File: config.mk
export PLATFORM = sky130hd
export DESIGN_NAME = note_sequencer_flat
export DESIGN_NICKNAME = d
export VERILOG_FILES = /design/src/rtl/note_sequencer_if.sv /design/src/rtl/note_sequencer.sv /design/src/flat_wrapper.sv
export SDC_FILE = /design/constraint.sdc
export NUM_CORES = 1
export LEC_CHECK = 0
export CAP_MARGIN = 20
export CORE_MARGIN = 2
export CORE_UTILIZATION = 65
export CTS_BUF_LIST = sky130_fd_sc_hd__clkbuf_8
export DETAILED_ROUTE_END_ITERATION = 10
export HOLD_SLACK_MARGIN = 0.08
export PLACE_DENSITY = 0.84
export SLEW_MARGIN = 40
export SYNTH_ARGS = -nofsm -noshare
export SYNTH_HDL_FRONTEND = slang
export SYNTH_SLANG_ARGS = --single-unit
File: constraint.sdc
create_clock -name clk -period 12.35 [get_ports clk]
set_clock_uncertainty 0.1 [all_clocks]
set_input_delay 2.47 -clock clk [delete_from_list [all_inputs] [get_ports clk]]
set_output_delay 2.47 -clock clk [all_outputs]
set_load 0.01 [all_outputs]
File: src/rtl/note_sequencer_if.sv
// Request channel of the note sequencer: {divider, beats} entries over valid/ready.
interface note_sequencer_if;
  logic        in_valid;
  logic        in_ready;
  logic [21:0] in_div;
  logic [7:0]  in_beats;

  modport master (output in_valid, output in_div, output in_beats, input in_ready);
  modport slave  (input in_valid, input in_div, input in_beats, output in_ready);
endinterface

File: src/rtl/note_sequencer.sv
// Note queue and beat timer feeding the square-wave generator's divider.
// Define NOTE_SEQ_GAP_EN to insert GAP_CYCLES of silence after every note.
module note_sequencer #(
  parameter int unsigned DEPTH      = 16,
  parameter int unsigned BEAT_DIV   = 12500000,
  parameter int unsigned GAP_CYCLES = 1000000
) (
  input  logic                   clk,
  input  logic                   rst,
  input  logic                   play,
  input  logic                   clear,
  note_sequencer_if.slave        req,
  output logic [21:0]            note_div,
  output logic                   mute,
  output logic                   note_done,
  output logic                   busy,
  output logic [$clog2(DEPTH):0] level
);

  localparam int unsigned AW = $clog2(DEPTH);
  localparam int unsigned CW = AW + 1;
  localparam int unsigned BW = $clog2(BEAT_DIV);
  localparam logic [BW-1:0] BEAT_LAST = BW'(BEAT_DIV - 1);

  if (DEPTH < 2 || (DEPTH & (DEPTH - 1)) != 0) begin : g_bad_depth
    $error("note_sequencer: DEPTH must be a power of two >= 2");
  end
  if (BEAT_DIV < 2 || GAP_CYCLES < 1) begin : g_bad_timing
    $error("note_sequencer: BEAT_DIV must be >= 2 and GAP_CYCLES >= 1");
  end

`ifdef NOTE_SEQ_GAP_EN
  localparam int unsigned GW = $clog2(GAP_CYCLES) + 1;
  localparam logic [GW-1:0] GAP_LAST = GW'(GAP_CYCLES - 1);
  typedef enum logic [1:0] {IDLE, LOAD, PLAY, GAP} state_t;
  logic [GW-1:0] gap_cnt;
`else
  typedef enum logic [1:0] {IDLE, LOAD, PLAY} state_t;
`endif

  state_t        state;
  logic [29:0]   mem [DEPTH];
  logic [AW-1:0] wr_ptr;
  logic [AW-1:0] rd_ptr;
  logic [CW-1:0] count;
  logic [BW-1:0] beat_cnt;
  logic [7:0]    beats_left;
  logic          full;
  logic          empty;
  logic          push;
  logic          pop;
  logic          note_end;
  logic [21:0]   head_div;
  logic [7:0]    head_beats;

  assign full        = (count == CW'(DEPTH));
  assign empty       = (count == '0);
  assign req.in_ready = !full;
  assign push        = req.in_valid && !full;
  assign pop         = (state == LOAD);
  assign {head_div, head_beats} = mem[rd_ptr];

  // Last unpaused cycle of the note; suppressed when the cycle is flushed.
  assign note_end  = (state == PLAY) && play && (beat_cnt == BEAT_LAST) && (beats_left == 8'd1);
  assign note_done = note_end && !clear && !rst;
  assign mute      = !((state == PLAY) && play && (note_div != '0));
  assign busy      = (state != IDLE);
  assign level     = count;

  always_ff @(posedge clk) begin
    if (!rst && !clear && push) mem[wr_ptr] <= {req.in_div, req.in_beats};
  end

  always_ff @(posedge clk) begin
    if (rst || clear) begin
      state      <= IDLE;
      wr_ptr     <= '0;
      rd_ptr     <= '0;
      count      <= '0;
      beat_cnt   <= '0;
      beats_left <= '0;
      note_div   <= '0;
`ifdef NOTE_SEQ_GAP_EN
      gap_cnt    <= '0;
`endif
    end else begin
      if (push) wr_ptr <= wr_ptr + 1'b1;
      if (pop)  rd_ptr <= rd_ptr + 1'b1;
      count <= count + CW'(push) - CW'(pop);

      case (state)
        IDLE: if (play && !empty) state <= LOAD;
        LOAD: begin
          note_div   <= head_div;
          beats_left <= (head_beats == '0) ? 8'd1 : head_beats;
          beat_cnt   <= '0;
          state      <= PLAY;
        end
        PLAY: if (play) begin
          if (beat_cnt == BEAT_LAST) begin
            beat_cnt   <= '0;
            beats_left <= beats_left - 8'd1;
            if (beats_left == 8'd1) begin
`ifdef NOTE_SEQ_GAP_EN
              gap_cnt <= '0;
              state   <= GAP;
`else
              if (!empty) state <= LOAD;
              else begin
                state    <= IDLE;
                note_div <= '0;
              end
`endif
            end
          end else begin
            beat_cnt <= beat_cnt + 1'b1;
          end
        end
`ifdef NOTE_SEQ_GAP_EN
        GAP: if (play) begin
          if (gap_cnt == GAP_LAST) begin
            if (!empty) state <= LOAD;
            else begin
              state    <= IDLE;
              note_div <= '0;
            end
          end else begin
            gap_cnt <= gap_cnt + 1'b1;
          end
        end
`endif
        default: state <= IDLE;
      endcase
    end
  end

endmodule
File: src/flat_wrapper.sv
// flat-port wrapper written by rule: the top's interface ports become plain ports
module note_sequencer_flat 
#(
  parameter int unsigned DEPTH      = 16,
  parameter int unsigned BEAT_DIV   = 12500000,
  parameter int unsigned GAP_CYCLES = 1000000
)
  (clk, rst, play, clear, note_div, mute, note_done, busy, level, req_in_valid, req_in_div, req_in_beats, req_in_ready);
  note_sequencer_if req_i ();
  input  logic clk;
  input  logic rst;
  input  logic play;
  input  logic clear;
  output logic [21:0] note_div;
  output logic mute;
  output logic note_done;
  output logic busy;
  output logic [$clog2(DEPTH):0] level;
  input wire logic [$bits(req_i.in_valid)-1:0] req_in_valid;
  input wire logic [$bits(req_i.in_div)-1:0] req_in_div;
  input wire logic [$bits(req_i.in_beats)-1:0] req_in_beats;
  output wire logic [$bits(req_i.in_ready)-1:0] req_in_ready;
  assign req_i.in_valid = req_in_valid;
  assign req_i.in_div = req_in_div;
  assign req_i.in_beats = req_in_beats;
  assign req_in_ready = req_i.in_ready;
  note_sequencer #(.DEPTH(DEPTH), .BEAT_DIV(BEAT_DIV), .GAP_CYCLES(GAP_CYCLES)) u_core (.clk(clk), .rst(rst), .play(play), .clear(clear), .req(req_i), .note_div(note_div), .mute(mute), .note_done(note_done), .busy(busy), .level(level));
endmodule
# After elaboration in Yosys (flattened, before gate mapping)
# Memory sizes are Yosys's and may differ from the RTL's. A register that Yosys moved wholly into a read port is not among the register bits.
# Index checks and enable logic that the tools add are counted.
dict set report op_classes {
  addsub 6
  multipliers 0
  div_mod_pow 0
  order_cmp 0
  eq_ne 10
  shift 0
  muxes 22
  bitwise 0
  n_reduce_logical 26
}
# operator count
set op_table {}
lappend op_table {{two-way mux 22 bit} 4}
lappend op_table {{two-way mux 24 bit} 2}
lappend op_table {{one-hot mux 24 bit (2 select lines)} 1}
lappend op_table {{one-hot mux 22 bit (2 select lines)} 1}
lappend op_table {{adder 24 x 1 -> 24 bit (second input constant)} 1}
lappend op_table {{== test 24 bit (second input constant)} 1}
lappend op_table {{two-way mux 8 bit} 3}
lappend op_table {{nonzero test 22 bit} 1}
lappend op_table {{one-hot mux 8 bit (2 select lines)} 1}
lappend op_table {{logical AND 1 bit} 10}
lappend op_table {{adder 4 x 1 -> 4 bit (second input constant)} 2}
lappend op_table {{== test 8 x 1 -> 1 bit (second input constant)} 1}
lappend op_table {{zero test 8 bit} 1}
lappend op_table {{two-way mux 2 bit} 4}
lappend op_table {{two-way mux 4 bit} 2}
lappend op_table {{inequality test 2 x 1 -> 1 bit (second input constant)} 4}
lappend op_table {{subtractor 8 x 1 -> 8 bit (second input constant)} 1}
lappend op_table {{one-hot mux 2 bit (3 select lines)} 1}
lappend op_table {{adder 5 x 1 -> 5 bit} 1}
lappend op_table {{== test 5 bit (second input constant)} 1}
lappend op_table {{zero test 1 bit} 5}
lappend op_table {{zero test 5 bit} 1}
lappend op_table {{AND reduction 5 bit} 1}
lappend op_table {{subtractor 5 x 1 -> 5 bit} 1}
lappend op_table {{10 further kinds} 13}
dict set report word_totals {
  register_bits 69
  latchBits 0
  mem_bits_rw 480
  mem_bits_ro 0
  in_bits 35
  output_inout_bits 31
  elab_cells 72
  mem_count 1
}
# name words word_bits read_ports rd_clocked_by_memory_dff wr line
set memory_table {}
lappend memory_table {u_core.mem 16 30 1 1 1 note_sequencer.sv:42} ;# logic [29:0] mem [DEPTH];

# Logic depth before layout (Yosys ltp)
# Gate-level depths: netlist of run 1.
dict set report logic_depth {
  word_depth 6
  mapped_depth 12
  depth_no_buf 10
}

# Worst setup path after synthesis of run 1
# No wires, ideal clock.
dict set report synth_timing {
  path_kind {input to output}
  startpoint {in rst}
  endpoint {out note_done}
  arrival_ps 3446
  required_ps 9780
  setup_slack_ps 6334
  path_stages 4
  n_path_buf 2
  path_cell_list {or2_2 > clkbuf_1 > clkbuf_1 > nor3_1}
}
dict set report synth_between {
  elab_chain_len 2
}
# element line
set synth_rtl {}
lappend synth_rtl {{start: declaration} flat_wrapper.sv:11} ;# input logic rst;
lappend synth_rtl {{zero test 1 bit} note_sequencer.sv:65} ;# assign note_done = note_end && !clear && !rst;
lappend synth_rtl {{logical AND 1 bit} note_sequencer.sv:65}
lappend synth_rtl {{end: declaration} flat_wrapper.sv:16} ;# output logic note_done;
# No other way between the ends.

# Worst setup path after layout of run 1
# Same ends and word-level chain as after synthesis.

==> results.cfg, run 1 <==
[run_status]
outcome = complete, no violations

[cts]
holdBufCountCts = 0
clkTransAtPathRegs_ns = 0.05
numCtsBuffers = 86
clk_path_buf_depth = 3
root_buffer = clkbuf_8
cts_tree = done
post_cts_buffers = 0
clk_latency_ns = 0.63
post_cts_resized = 0
cts-htree-levels = 3
numClockSinks = 553

[job]
maxCapViolations = 0

[synth]
syn-cell-area_um2 = 21690
netlist_instances = 1172
syn_nets = 1222
synth_top_area_share_pct = 66.46
synth_cell_type_count = 62
synth-seq-cells = 553
synth-edff-count = 480
yosys.area.top_type = edfxtp_1
synthArstFlopShare_pct = 0
yosysSeqAreaShare_pct = 73.20
synth_warnings = 0
synth_commonest_cells = edfxtp_1 (480), mux4_2 (120), dfxtp_1 (73)
synth_flop_cell = edfxtp_1
synthTopCellsByArea = edfxtp_1 (66%), mux4_2 (12%), dfxtp_1 (6.7%)
synth_most_common_cell = edfxtp_1
syn_area_per_cell_um2 = 18.50

[global_route]
antenna_found_initial = 1
grt.total_usage_pct = 27.80
grt_pass1_vias = 12108
gr-total-overflow = 0
grt_pass1_wl_um = 71820
grt_max_degree = 59

[final_layout]
layout.cells.non_filler = 1805
finalInstanceArea_um2 = 24760
area_growth_pct = 14.17
nNetsFinal = 1341
drive_gt1_share_pct = 22.39
final_core_utilization_pct = 75.72

[timing]
setup_viol = 0
finalHoldViolCount = 0
min_period_ns = 6.897
tns_ns = 0
rsz0062_at_grt = no
relSlewSlack_pct = 43.18
max_freq_mhz = 145.0
fin_crit_sh_pct = 55.84
slew_violations = 0
worst_pin_slew_ns = 0.8523

[route]
route.detailed.drc = 0
wirelength_um = 47540
post_drt_via_cell_ratio = 6.552
vias = 11826
drt_iter0_drc = 1281
wl_per_cell_um = 26.34
firstDrtPassIters = 5
antenna_left = 0

[power]
power.share.clock_pct = 40.4
p_int_mw = 2.823
swShare_pct = 21.44
peakVddDrop_uv = 98.31
power_frac_seq_pct = 56.8
total_power_mw = 3.594
p_sw_mw = 0.7706
leakage_nw = 7.804
pwr-share-comb_pct = 2.8
powerDensity_nw_per_um2 = 145.1

[placed_design]
dp.cells = 1644
io_buffers = 65
place_hpwl_um = 27550
placed_cell_area_um2 = 23080
gp_congestion = 0.8442

[floorplan]
die_h_um = 186.7
start_util_pct = 66.32
dieArea_um2 = 34840
io_pins = 66
core_area_um2 = 32700
rows = 66
die_w_um = 186.7

[critical_path]
cp.arrival_ns = 4.33
critPathKind = primary input to primary output
cp_max_fo = 36
r2r_end = u_core.beats_left[0]
rrSetupSlack_ns = 9.15
ff2ff_path_depth = 8
cp_data_required_time_ns = 9.78
worstSetupEndpointType = primary output
start_kind = primary input

[min_path]
hp-class = flip-flop to flip-flop
hold-path-cell-count = 2
hp-start = u_core.beats_left[7]
min_to = u_core.beats_left[7]
## through the flow
stage                     setup WS, ns  hold slack (ns)
after global placement           5.447           0.3712
after CTS                        5.464           0.3939
final                            5.453           0.3890
after detailed placement         5.469           0.3881
after global routing             5.405           0.4057
after floorplan                  6.334           0.3536
## registers in the layout, indices dropped and copies added (netlist names), named ones only
signal and count:
u_core.mem 480, u_core.level 5, u_core.rd_ptr 4, u_core.note_div 22, u_core.state 2, u_core.beats_left 8
u_core.wr_ptr 4, u_core.beat_cnt 24
## critical path, stage by stage
cell,delay [ns]
clkdlybuf4s50_1,0.42
or2_2,0.58
nor3_1,0.27
clkdlybuf4s50_1,0.57
## power groups by stage
| stage | Combinational (mW) | Clock (mW) | Sequential (mW) |
|---|---|---|---|
| 2_1_floorplan | 0.0492 | 0 | 2.08 |
| 3_3_place_gp | 0.0941 | 0 | 2.08 |
| 3_5_place_dp | 0.101 | 0 | 2.08 |
| 4_1_cts | 0.102 | 1.47 | 2.04 |
| 5_1_grt | 0.111 | 1.54 | 2.04 |
| 6_report | 0.102 | 1.45 | 2.04 |
## cell usage in the layout (no fill, tap or decap), drive strengths merged, types with 13 or more instances in the layout
master         count
a211oi            26
a21oi             44
a22o              23
a22oi             16
buf               30
clkbuf            97
clkdlybuf4s50     65
clkinv            26
dfxtp             73
edfxtp           480
ha                14
inv               49
mux2i             25
mux4             120
nand2             35
nand4             13
nor2              62
nor2b             27
nor3              14
o21ai             14
## area by class of cell
class                   count  area (um2)
well taps                 442       553.0
diodes                      1       2.502
multi-input cells         540        5619
repair buffers             95       988.4
flip-flops and latches    553       15890
clock buffers              97        1335
inverters                  15       56.30
clock inverters            62       317.8
fillers                  1726        7941
## cells by family (layout without fill, tap and decap cells)
kind of cell	count (synthesis)	after routing	share of synthesized area, %
AO/OA/AOI/OAI	146	146	4.668
XOR/XNOR	21	21	0.8481
adder cells (fa/ha/maj)	15	15	0.9000
buffers and inverters	79	269	1.563
flip-flops	553	553	73.20
multiplexers	145	145	13.62
other	0	1	0
AND/OR/NAND/NOR	213	213	5.204
## layer usage
metal	routed length (um)	vias to the layer above	track usage [%]
met1	17490	6028	36.18
li1	-	5008	-
met2	24170	678	45.57
met4	1526	2	12.00
met5	37	-	0.8242
met3	4317	110	6.507
## worst max-delay path by stage
stage           endpoint  cells after the start   from
2_1_floorplan  note_done                      4    rst
3_3_place_gp   note_done                      4    rst
3_5_place_dp   note_done                      4    rst
4_1_cts        note_done                      4    rst
5_1_grt        note_done                      4  clear
6_report       note_done                      4    rst
No activity file was read; power rests on OpenSTA's default activity.
==> run 2: changes to the inputs <==
Settings changed: CORE_UTILIZATION 65 to 57, PLACE_DENSITY 0.84 to 0.78.
Clock period 12.35 ns to 5.95 ns, I/O delays scaled along.
==> results.cfg, run 2 (synthesis results as in run 1) <==
[cts]
clk_path_buf_depth = 3
numClockSinks = 553
numCtsBuffers = 85
clk_latency_ns = 0.65
clkTransAtPathRegs_ns = 0.06
root_buffer = clkbuf_8
holdBufCountCts = 0
post_cts_resized = 0
cts-htree-levels = 3
cts_tree = done
post_cts_buffers = 0

[placed_design]
placed_cell_area_um2 = 23380
preCtsSetupSlack_ns = 1.601
dp.cells = 1722
io_buffers = 65
gp_congestion = 0.8230
place_hpwl_um = 27780

[final_layout]
final_common_cell = edfxtp_1
antenna_cells = 0
seqCellArea_um2 = 15890
drive_gt1_share_pct = 22.67
largest_register_ffs = 480
final_cell_mix = edfxtp_1 (480), mux4_2 (120), clkbuf_8 (94)
layout.cells.non_filler = 1874
n_fill_cell = 2342
finalInstanceArea_um2 = 25090
area_growth_pct = 15.69
nNetsFinal = 1350
final_core_utilization_pct = 66.77
top_regs = u_core.mem x480, u_core.beat_cnt x24, u_core.note_div x22
multiInputGateArea_um2 = 5589
largest-register = u_core.mem

[global_route]
grt.total_usage_pct = 23.95
grt_max_degree = 57
met3_usage_pct = 5.232
grt_util_met1_pct = 33.29
antenna_found_initial = 0
grt_use_met2_pct = 38.19
top_usage_layer = met2
grt_pass1_wl_um = 69410
grt_pass1_vias = 11699
gr-total-overflow = 0

[critical_path]
path_cells = or4b_4, nand2b_4, nor3_4, nand4_1, nor3_1, clkdlybuf4s50_1
cp_data_required_time_ns = 4.66
start_kind = flip-flop
cp.arrival_ns = 3.07
slowest_delay_ns = 0.57
critPathKind = flip-flop to primary output
cp_slowest_cell = clkdlybuf4s50_1
path_buf_inv = 1
cp_max_fo = 8
worstSetupEndpointType = primary output
critical-path-top-delay-family = simple AND/OR/NAND/NOR gates

[power]
peakVddDrop_uv = 282.6
total_power_mw = 7.512
leakage_nw = 7.902
powerDensity_nw_per_um2 = 299.4

[route]
antenna_left = 0
wirelength_um = 45780
vias = 11532
post_drt_via_cell_ratio = 6.154
drt_iter0_drc = 969
firstDrtPassIters = 5
route.detailed.drc = 0
wl_per_cell_um = 24.43

[floorplan]
start_util_pct = 57.71
die_w_um = 199.1
core_area_um2 = 37580
rows = 71
die_h_um = 199.1
io_pins = 66
dieArea_um2 = 39620

[timing]
tns_ns = 0
fin_ws_ns = 1.589
slew_violations = 0
worst_pin_slew_ns = 0.8592
min_period_ns = 4.361
setup_viol = 0
fin_crit_sh_pct = 73.29
fin_hold_ws_ns = 0.3937
relSlewSlack_pct = 42.19
finalHoldViolCount = 0
rsz0062_at_grt = no
max_freq_mhz = 229.3

[run_status]
outcome = complete, no violations

[min_path]
hp-class = flip-flop to flip-flop

[job]
maxCapViolations = 0
==> run 2: cell types whose count changed in the layout (fill, tap and decap cells not counted), sizes merged <==
cell,delta
buf,+10
inv,-6
bufinv,+3
clkbuf,-3
clkinv,-3
diode,-1
==> run 2: power breakdown <==
| part | total [mW] | switching [mW] | internal [mW] |
|---|---|---|---|
| Combinational | 0.214 | 0.131 | 0.0837 |
| Clock | 3.06 | 1.43 | 1.63 |
| Sequential | 4.24 | 0.0105 | 4.23 |
==> run 2: routing by layer <==
metal,vias to the layer above,wire [um]
met3,79,3652
met4,0,1114
met5,-,0
met1,5915,18770
met2,510,22250
li1,5028,-
==> run 2: worst reg2reg max path, stage by stage (launching register included) <==
cell and delay [ns]:
dfxtp_1 0.54, nand2b_1 0.42, inv_1 0.35, ha_1 0.38
inv_1 0.04, ha_1 0.20, fa_1 0.44, a21oi_1 0.14
nor2_1 0.07, or3_1 0.34, a21oi_1 0.14
==> run 2: path summary, 6_finish.rpt <==
check / start / end / slack (ns) / cells past startpoint
max: u_core.beat_cnt[14] / note_done / 1.59 / 6
max reg2reg: u_core.state[1] / u_core.level[4] / 2.71 / 10
min: u_core.beats_left[7] / u_core.beats_left[7] / 0.39 / 2
min reg2reg: u_core.beats_left[7] / u_core.beats_left[7] / 0.39 / 2
==> run 2: area by class of cell <==
class | count | share of cell area (%)
Sequential cell | 553 | 63.33
Clock inverter | 56 | 1.461
Tap cell | 511 | 2.548
Timing Repair Buffer | 105 | 5.007
Clock buffer | 94 | 5.157
Inverter | 15 | 0.2244
Multi-Input combinational cell | 540 | 22.28
==> run 3: changes to the inputs <==
Settings changed: CORE_UTILIZATION 57 to 64, PLACE_DENSITY 0.78 to 0.82.
Clock period 5.95 ns to 4.1 ns, I/O delays scaled along.
==> results.cfg, run 3 (synthesis results as in run 1) <==
[critical_path]
critPathKind = flip-flop to primary output
crit_end = mute
rrSetupSlack_ns = 1.05
r2r-start = u_core.state[1]
worstSetupEndpointType = primary output
cp_max_fo = 3
cp.arrival_ns = 3.15
start_kind = flip-flop
critPathLaunch = u_core.note_div[4]
r2r_end = u_core.level[4]
cp_data_required_time_ns = 3.18
ff2ff_path_depth = 10

[power]
leakage_nw = 7.841
p_sw_mw = 2.245
pwr-share-comb_pct = 3.1
powerDensity_nw_per_um2 = 429.6
p_int_mw = 8.376
swShare_pct = 21.14
power_frac_seq_pct = 57.9
peakVddDrop_uv = 275.3
total_power_mw = 10.62
power.share.clock_pct = 39.0

[final_layout]
area_growth_pct = 14.01
layout.cells.non_filler = 1820
largest_register_ffs = 480
seqCellArea_um2 = 15890
nNetsFinal = 1357
largest-register = u_core.mem
final_cell_mix = edfxtp_1 (480), mux4_2 (120), clkbuf_8 (95)
n_fill_cell = 1848
drive_gt1_share_pct = 22.68
multiInputGateArea_um2 = 5585
top_regs = u_core.mem x480, u_core.beat_cnt x24, u_core.note_div x22
final_common_cell = edfxtp_1

[cts]
cts_tree = done
clkTransAtPathRegs_ns = 0.06
post_cts_buffers = 0
post_cts_resized = 0
clk_path_buf_depth = 3
numClockSinks = 553
numCtsBuffers = 83
cts-htree-levels = 3
clk_latency_ns = 0.65
root_buffer = clkbuf_8
holdBufCountCts = 0

[global_route]
gr-total-overflow = 0
grt_pass1_vias = 11996
grt_pass1_wl_um = 70870
grt_max_degree = 50
grt.total_usage_pct = 27.29
antenna_found_initial = 1

[placed_design]
place_hpwl_um = 29540
gp_congestion = 0.8783
dp.cells = 1669
io_buffers = 65

[timing]
relSlewSlack_pct = 48.64
worst_pin_slew_ns = 0.7634
finalHoldViolCount = 0
setup_viol = 0
tns_ns = 0
slew_violations = 0
max_freq_mhz = 245.5
fin_crit_sh_pct = 99.36
rsz0062_at_grt = no
min_period_ns = 4.074

[route]
drt_iter0_drc = 1454
wl_per_cell_um = 25.76
vias = 11785
firstDrtPassIters = 5
route.detailed.drc = 0
antenna_left = 0
post_drt_via_cell_ratio = 6.475
wirelength_um = 46880

[floorplan]
start_util_pct = 64.84
die_w_um = 188.1
rows = 67
core_area_um2 = 33450
die_h_um = 188.1
io_pins = 66
dieArea_um2 = 35370

[job]
maxCapViolations = 0

[min_path]
hp-class = flip-flop to flip-flop

[run_status]
outcome = complete, no violations
[run 3: cell types whose count changed in the layout (fill, tap and decap cells not counted), moves of 2 or more]
cell       change
bufinv_16      -4
buf_16         -9
buf_8          -9
inv_1          +4
buf_4         +26
inv_6          -2
[run 3: power by group through the flow]
stage / Combinational, mW / Clock [mW] / Sequential, mW
detailed placement: 0.325 / 0 / 6.27
CTS: 0.327 / 4.21 / 6.15
floorplan: 0.148 / 0 / 6.27
finish: 0.333 / 4.14 / 6.15
global route: 0.359 / 4.42 / 6.15
global placement: 0.315 / 0 / 6.27
[run 3: worst min path at each step]
| stage | startpoint | endpoint | slack, ns | cells after the start |
|---|---|---|---|---|
| after floorplan | u_core.beat_cnt[23] | u_core.beat_cnt[23] | 0.35 | 2 |
| after global placement | u_core.beat_cnt[23] | u_core.beat_cnt[23] | 0.37 | 2 |
| after detailed placement | u_core.beats_left[7] | u_core.beats_left[7] | 0.38 | 2 |
| after CTS | u_core.beats_left[7] | u_core.beats_left[7] | 0.39 | 2 |
| after global routing | u_core.beat_cnt[23] | u_core.beat_cnt[23] | 0.43 | 2 |
| final | u_core.beats_left[7] | u_core.beats_left[7] | 0.39 | 2 |
[run 3: layout make-up]
cell class / instances / share of cell area [%]
sequential: 553 / 64.25
multi-input combinational: 540 / 22.59
clock buffer: 95 / 5.288
timing repair buffer: 114 / 4.402
tap: 448 / 2.267
clock inverter: 54 / 0.9614
inverter: 15 / 0.2277
antenna: 1 / 0.01012
[run 3: stage by stage]
| stage | util [%] | hold WS [ns] | instance area [um2] | worst slack [ns] |
|---|---|---|---|---|
| after global placement | 69.25 | 0.3706 | 23160 | 0.7134 |
| after CTS | 73.87 | 0.3871 | 24710 | 0.02332 |
| after detailed placement | 69.25 | 0.3806 | 23160 | 0.6804 |
| final | 73.92 | 0.3874 | 24730 | 0.02625 |
| after global routing | 73.92 | 0.4268 | 24730 | 0.06383 |
| after floorplan | - | 0.3536 | 21690 | 0.1360 |
[run 3: routing by layer]
layer	routed length [um]	track usage (%)	part of all wire [%]	up-vias
li1	-	-	-	5036
met1	18240	37.81	39	6014
met2	22900	42.78	49	649
met4	1168	9.812	2.5	0
met5	0	0	0	-
met3	4570	7.131	9.7	86
[run 3: critical path, stage by stage, from the launching register on]
cell and delay (ns):
dfxtp_1 0.33, nor4_1 0.69, nand4_1 0.31, o41ai_1 0.53, clkdlybuf4s50_1 0.65
